`src/rtl/fir_result_fifo_pkg.sv`:
```
// Shared constants and types for the FIR accelerator result path.
// Widths here are the defaults that fir_result_fifo and its storage are built with.
package fir_result_fifo_pkg;

    localparam int unsigned DATA_WIDTH        = 32;
    localparam int unsigned RESULT_FIFO_DEPTH = 8;
    localparam int unsigned RESULT_FIFO_CNT_W = $clog2(RESULT_FIFO_DEPTH) + 1;

    typedef logic [DATA_WIDTH-1:0]        result_t;
    typedef logic [RESULT_FIFO_CNT_W-1:0] fifo_count_t;

endpackage

```
`src/rtl/fir_result_mem.sv`:
```
// DEPTH x DATA_WIDTH result storage: one synchronous write port and one combinational read port.
// Entries are not reset; the FIFO masks the read data whenever it is empty.
module fir_result_mem #(
    parameter int unsigned DATA_WIDTH = fir_result_fifo_pkg::DATA_WIDTH,
    parameter int unsigned DEPTH      = fir_result_fifo_pkg::RESULT_FIFO_DEPTH,
    parameter int unsigned PTR_W      = $clog2(DEPTH)
) (
    input  logic                  clk_i,
    input  logic                  we_i,
    input  logic [PTR_W-1:0]      waddr_i,
    input  logic [DATA_WIDTH-1:0] wdata_i,
    input  logic [PTR_W-1:0]      raddr_i,
    output logic [DATA_WIDTH-1:0] rdata_o
);

    logic [DATA_WIDTH-1:0] mem_q [DEPTH];

    always_ff @(posedge clk_i) begin
        if (we_i) begin
            mem_q[waddr_i] <= wdata_i;
        end
    end

    assign rdata_o = mem_q[raddr_i];

endmodule

```
`src/rtl/fir_result_fifo.sv`:
```
// Result FIFO behind the FIR core: captures one word per rising edge of result_valid_i
// and lets the CPU drain it by register pops, with occupancy, sticky flags and a threshold irq.
module fir_result_fifo #(
    parameter int unsigned DATA_WIDTH = fir_result_fifo_pkg::DATA_WIDTH,
    parameter int unsigned DEPTH      = fir_result_fifo_pkg::RESULT_FIFO_DEPTH,
    parameter int unsigned CNT_W      = $clog2(DEPTH) + 1
) (
    input  logic                  clk_i,
    input  logic                  rst_ni,
    input  logic                  enable_i,
    input  logic [DATA_WIDTH-1:0] result_i,
    input  logic                  result_valid_i,
    input  logic                  pop_i,
    input  logic                  flush_i,
    input  logic                  clr_flags_i,
    input  logic [CNT_W-1:0]      thresh_i,
    output logic [DATA_WIDTH-1:0] rdata_o,
    output logic [CNT_W-1:0]      count_o,
    output logic                  empty_o,
    output logic                  full_o,
    output logic                  overflow_o,
    output logic                  underflow_o,
    output logic                  irq_o
);

    localparam int unsigned      PTR_W     = $clog2(DEPTH);
    localparam logic [CNT_W-1:0] DEPTH_CNT = CNT_W'(DEPTH);

    logic                  valid_q;
    logic [PTR_W-1:0]      wr_ptr_q, rd_ptr_q;
    logic [CNT_W-1:0]      count_q, count_d;
    logic                  overflow_q, underflow_q, irq_q;
    logic [DATA_WIDTH-1:0] mem_rdata;

    logic is_empty, is_full, push, do_push, do_pop, ovf_set, unf_set;

    // Handshake: the core is level-based, so a push is the rising edge of result_valid_i
    // gated by enable_i; there is no back-pressure, a push into a full FIFO is dropped
    // and flagged. pop_i is a one-cycle strobe that consumes the head when non-empty.
    assign is_empty = (count_q == '0);
    assign is_full  = (count_q == DEPTH_CNT);
    assign push     = result_valid_i & ~valid_q & enable_i;
    assign do_pop   = pop_i & ~is_empty & ~flush_i;
    assign do_push  = push & (~is_full | do_pop) & ~flush_i;
    assign ovf_set  = push & is_full & ~do_pop & ~flush_i;
    assign unf_set  = pop_i & is_empty & ~flush_i;

    always_comb begin
        count_d = count_q;
        if (flush_i) begin
            count_d = '0;
        end else if (do_push && !do_pop) begin
            count_d = count_q + CNT_W'(1);
        end else if (do_pop && !do_push) begin
            count_d = count_q - CNT_W'(1);
        end
    end

    always_ff @(posedge clk_i) begin
        if (!rst_ni) begin
            valid_q     <= 1'b0;
            wr_ptr_q    <= '0;
            rd_ptr_q    <= '0;
            count_q     <= '0;
            overflow_q  <= 1'b0;
            underflow_q <= 1'b0;
            irq_q       <= 1'b0;
        end else begin
            valid_q <= result_valid_i;
            count_q <= count_d;
            if (flush_i) begin
                wr_ptr_q <= '0;
                rd_ptr_q <= '0;
            end else begin
                if (do_push) wr_ptr_q <= wr_ptr_q + PTR_W'(1);
                if (do_pop)  rd_ptr_q <= rd_ptr_q + PTR_W'(1);
            end
            // A set event in the same cycle as clr_flags_i wins.
            overflow_q  <= ovf_set | (overflow_q  & ~clr_flags_i);
            underflow_q <= unf_set | (underflow_q & ~clr_flags_i);
            irq_q       <= (thresh_i != '0) && (count_d >= thresh_i);
        end
    end

    fir_result_mem #(
        .DATA_WIDTH (DATA_WIDTH),
        .DEPTH      (DEPTH),
        .PTR_W      (PTR_W)
    ) u_mem (
        .clk_i   (clk_i),
        .we_i    (do_push),
        .waddr_i (wr_ptr_q),
        .wdata_i (result_i),
        .raddr_i (rd_ptr_q),
        .rdata_o (mem_rdata)
    );

    assign rdata_o     = is_empty ? '0 : mem_rdata;
    assign count_o     = count_q;
    assign empty_o     = is_empty;
    assign full_o      = is_full;
    assign overflow_o  = overflow_q;
    assign underflow_o = underflow_q;
    assign irq_o       = irq_q;

endmodule
```
`config.mk`:
```
export PLATFORM = sky130hd
export DESIGN_NAME = fir_result_fifo
export DESIGN_NICKNAME = d
export VERILOG_FILES = /design/src/rtl/fir_result_fifo_pkg.sv /design/src/rtl/fir_result_mem.sv /design/src/rtl/fir_result_fifo.sv
export SDC_FILE = /design/constraint.sdc
export NUM_CORES = 1
export LEC_CHECK = 0
export BUFFER_PORTS_ARGS = -buffer_cell sky130_fd_sc_hd__buf_2
export CORE_MARGIN = 10
export CORE_UTILIZATION = 35
export CTS_CLUSTER_SIZE = 12
export DETAILED_ROUTE_END_ITERATION = 16
export GPL_TIMING_DRIVEN = 0
export SETUP_SLACK_MARGIN = 0.05
export SYNTH_ARGS = -nofsm -noshare
export SYNTH_HDL_FRONTEND = slang
export SYNTH_SLANG_ARGS = --single-unit
```
`constraint.sdc`:
```
create_clock -name clk_i -period 5.6 [get_ports clk_i]
set_input_delay 0.84 -clock clk_i [delete_from_list [all_inputs] [get_ports clk_i]]
set_output_delay 0.84 -clock clk_i [all_outputs]
set_load 0.01 [all_outputs]
```
==> impl_metrics.tcl <==
set metrics [dict create \
    numPortBuffers 81 \
    p_leak_nw 4.201 \
    cts_resized 0 \
    start_util_pct 35.32 \
    cts_htree_levels 1 \
    drc 0 \
    grt_pass1_wl_um 37140 \
    ys_seq_area_share_pct 74.50 \
    critPathBufInv 4 \
    core_mm2 0.03051 \
    startpoint_type "flip-flop" \
    stdcell_area_mm2 0.01288 \
    setup.worst_path.class "flip-flop to output port" \
    grt_pass1_vias 5989 \
    clkSinkCount 273 \
    place_area_mm2 0.01203 \
    wl_um 24400 \
    vias_per_cell 5.023 \
    rsz0062_at_grt "false" \
    cts_buffers 28 \
    total_power_mw 4.045 \
    synthDistinctLibCells 39 \
    die_height_um 195.5 \
    cts_root_buf "clkbuf_16" \
    hold_viol_final 0 \
    fmax_mhz 271.1 \
    synthToLayoutAreaGrowth_pct 19.51 \
    layout.cells.most_common_list "256 x edfxtp_1, 90 x buf_2, 64 x mux4_2" \
    setup_slack_ns 1.911 \
    slew_headroom_pct 39.99 \
    wl_per_cell_um 22.42 \
    antenna_found_initial 6 \
    cp_slowest_cell "buf_1" \
    yosysWarnings 0 \
    ant_nets 0 \
    power_density_mw_per_mm2 314.1 \
    cpPeakStageDelay_ns 0.52 \
    finalClockSkew_ns 0.01342 \
    cp_max_fo 10 \
    worstSkewPairLatency_ns 0.53 \
    syn_inst 537 \
    grt_max_degree 23 \
    gp_congestion 0.7651 \
    clk_pin_slew_ns 0.06 \
    track_usage_pct 12.55 \
    period_minus_slack_ns 3.689 \
    setup_viol 0 \
    cp_top_family "buffers and inverters" \
    synthTopCellsByArea "edfxtp_1 71%, mux4_2 13%, dfxtp_1 3.2%, mux2i_1 3.1%, nor2_1 1.8%" \
    setup_tns_ns 0 \
    dieArea_mm2 0.03820 \
    clk_path_buf_depth 3 \
    ys_ff_latch 273 \
    pin_count 84 \
    worst_pin_slew_ns 0.9001 \
    cp_data_required_time_ns 4.76 \
    row_count 64 \
    crit_chain "inv_1 -> ha_1 -> or3b_4 -> inv_2 -> buf_1 -> nor2_1 -> buf_2" \
    final-max-slew-violation-count 0 \
    fin_crit_sh_pct 65.87 \
    final_cells 1088 \
    die-width_um 195.5 \
    syn_avg_cell_area_um2 20.07 \
    min-delay-start "rd_ptr_q[1]" \
    ir_drop_v 0.0002056 \
    synth_top_area_share_pct 71.34 \
    dr_total_vias 5465 \
    final_common_cell "edfxtp_1" \
    nets 724 \
    synth_area_mm2 0.01078 \
    syn_nets 588 \
    postCtsSetupRepairBufs 0 \
    holdWs_ns 0.5304 \
    critical_path_arrival_ns 2.85 \
    drive_gt1_share_pct 34.69 \
    ctsHoldBuffers 0 \
    cap_violations 0 \
    cts_tree "done" \
    fin_util_pct 42.21 \
    place_inst 1039 \
    drt-initial-drc-count 358 \
    hold_path.class "flip-flop to flip-flop" \
    status "finished, final reports clean" \
    grt_overflow 0 \
    r2r_start "count_o[0]" \
    dr.pass1.iters 4 \
    synth_area_leader_cell "edfxtp_1" \
    dpl.hpwl_um 16710 \
    dpl_worst_slack_ns 2.425 \
    startpoint "count_o[0]" \
    end_kind "output port" \
]
==> kinds of logic after synthesis <==
family	share of synthesized area (%)
AOI/OAI and AO/OA	1.695
xor gates and xnor gates	0.4877
adders and majority gates	0.9290
buffers and inverters	1.730
DFF	74.50
muxes	16.44
and+or+nand+nor	4.215
==> area by class of cell <==
type	count	area [µm²]
Antenna cell	3	7.507
Buffer	27	156.4
Clock buffer	42	794.5
Clock inverter	4	50.05
Fill cell	2649	17630
Inverter	8	30.03
Multi-Input combinational cell	229	2610
Sequential cell	273	8028
Tap cell	396	495.5
Timing Repair Buffer	106	705.7
==> synth_stat cells, drive strengths merged <==
cell,n
a2111oi,1
a211oi,2
a21o,4
a21oi,6
a221oi,2
a31oi,3
and2,4
and2b,2
and4bb,1
buf,21
clkbuf,6
dfxtp,17
edfxtp,256
ha,8
inv,8
mux2i,33
mux4,64
nand2,11
nand2b,6
nand3,3
nand4bb,1
nor2,53
nor2b,2
nor3,6
nor4,3
o211a,1
o21ai,2
o22ai,2
o311ai,1
o41ai,1
or3b,1
xnor2,4
xor2,2
==> worst register-to-register path, stage by stage (launching register included) <==
cell and delay [ns]:
dfxtp_1 0.45, inv_1 0.15, ha_1 0.26, nor2b_1 0.14, buf_2 0.18, and2_1 0.21
nand2_1 0.12, nand2_1 0.17, nor4_2 0.70, buf_4 0.30, buf_4 0.17
==> power breakdown <==
group / internal [mW] / switching, mW / total (mW)
Sequential: 2.24 / 0.00231 / 2.24
Combinational: 0.0331 / 0.0536 / 0.0867
Clock: 1.01 / 0.704 / 1.72
Total: 3.28 / 0.760 / 4.04
==> final timing paths <==
path                   endpoint  slack (ns)  depth (start not counted)
max reg2reg  u_mem.mem_q[0][24]        2.46                         10
min                 rd_ptr_q[1]        0.53                          2
max                  rdata_o[2]        1.91                          7
min reg2reg         rd_ptr_q[1]        0.53                          2
==> layer usage <==
layer / GRT usage [%] / wire, µm / vias to the layer above / share of wire (%)
li1: - / - / 2438 / -
met1: 15.66 / 10160 / 2835 / 42
met2: 21.27 / 12130 / 144 / 50
met3: 3.186 / 1616 / 42 / 6.6
met4: 3.139 / 452 / 6 / 1.9
met5: 0 / 34 / - / 0.14
==> sequential cells by signal, summed over array words and instances (netlist names), named ones only <==
| register | count |
|---|---|
| u_mem.mem_q | 256 |
| count_o | 4 |
| rd_ptr_q | 3 |
| wr_ptr_q | 3 |
| irq_o | 1 |
| overflow_o | 1 |
| underflow_o | 1 |
| valid_q | 1 |
(Power assumes the default switching activity.)
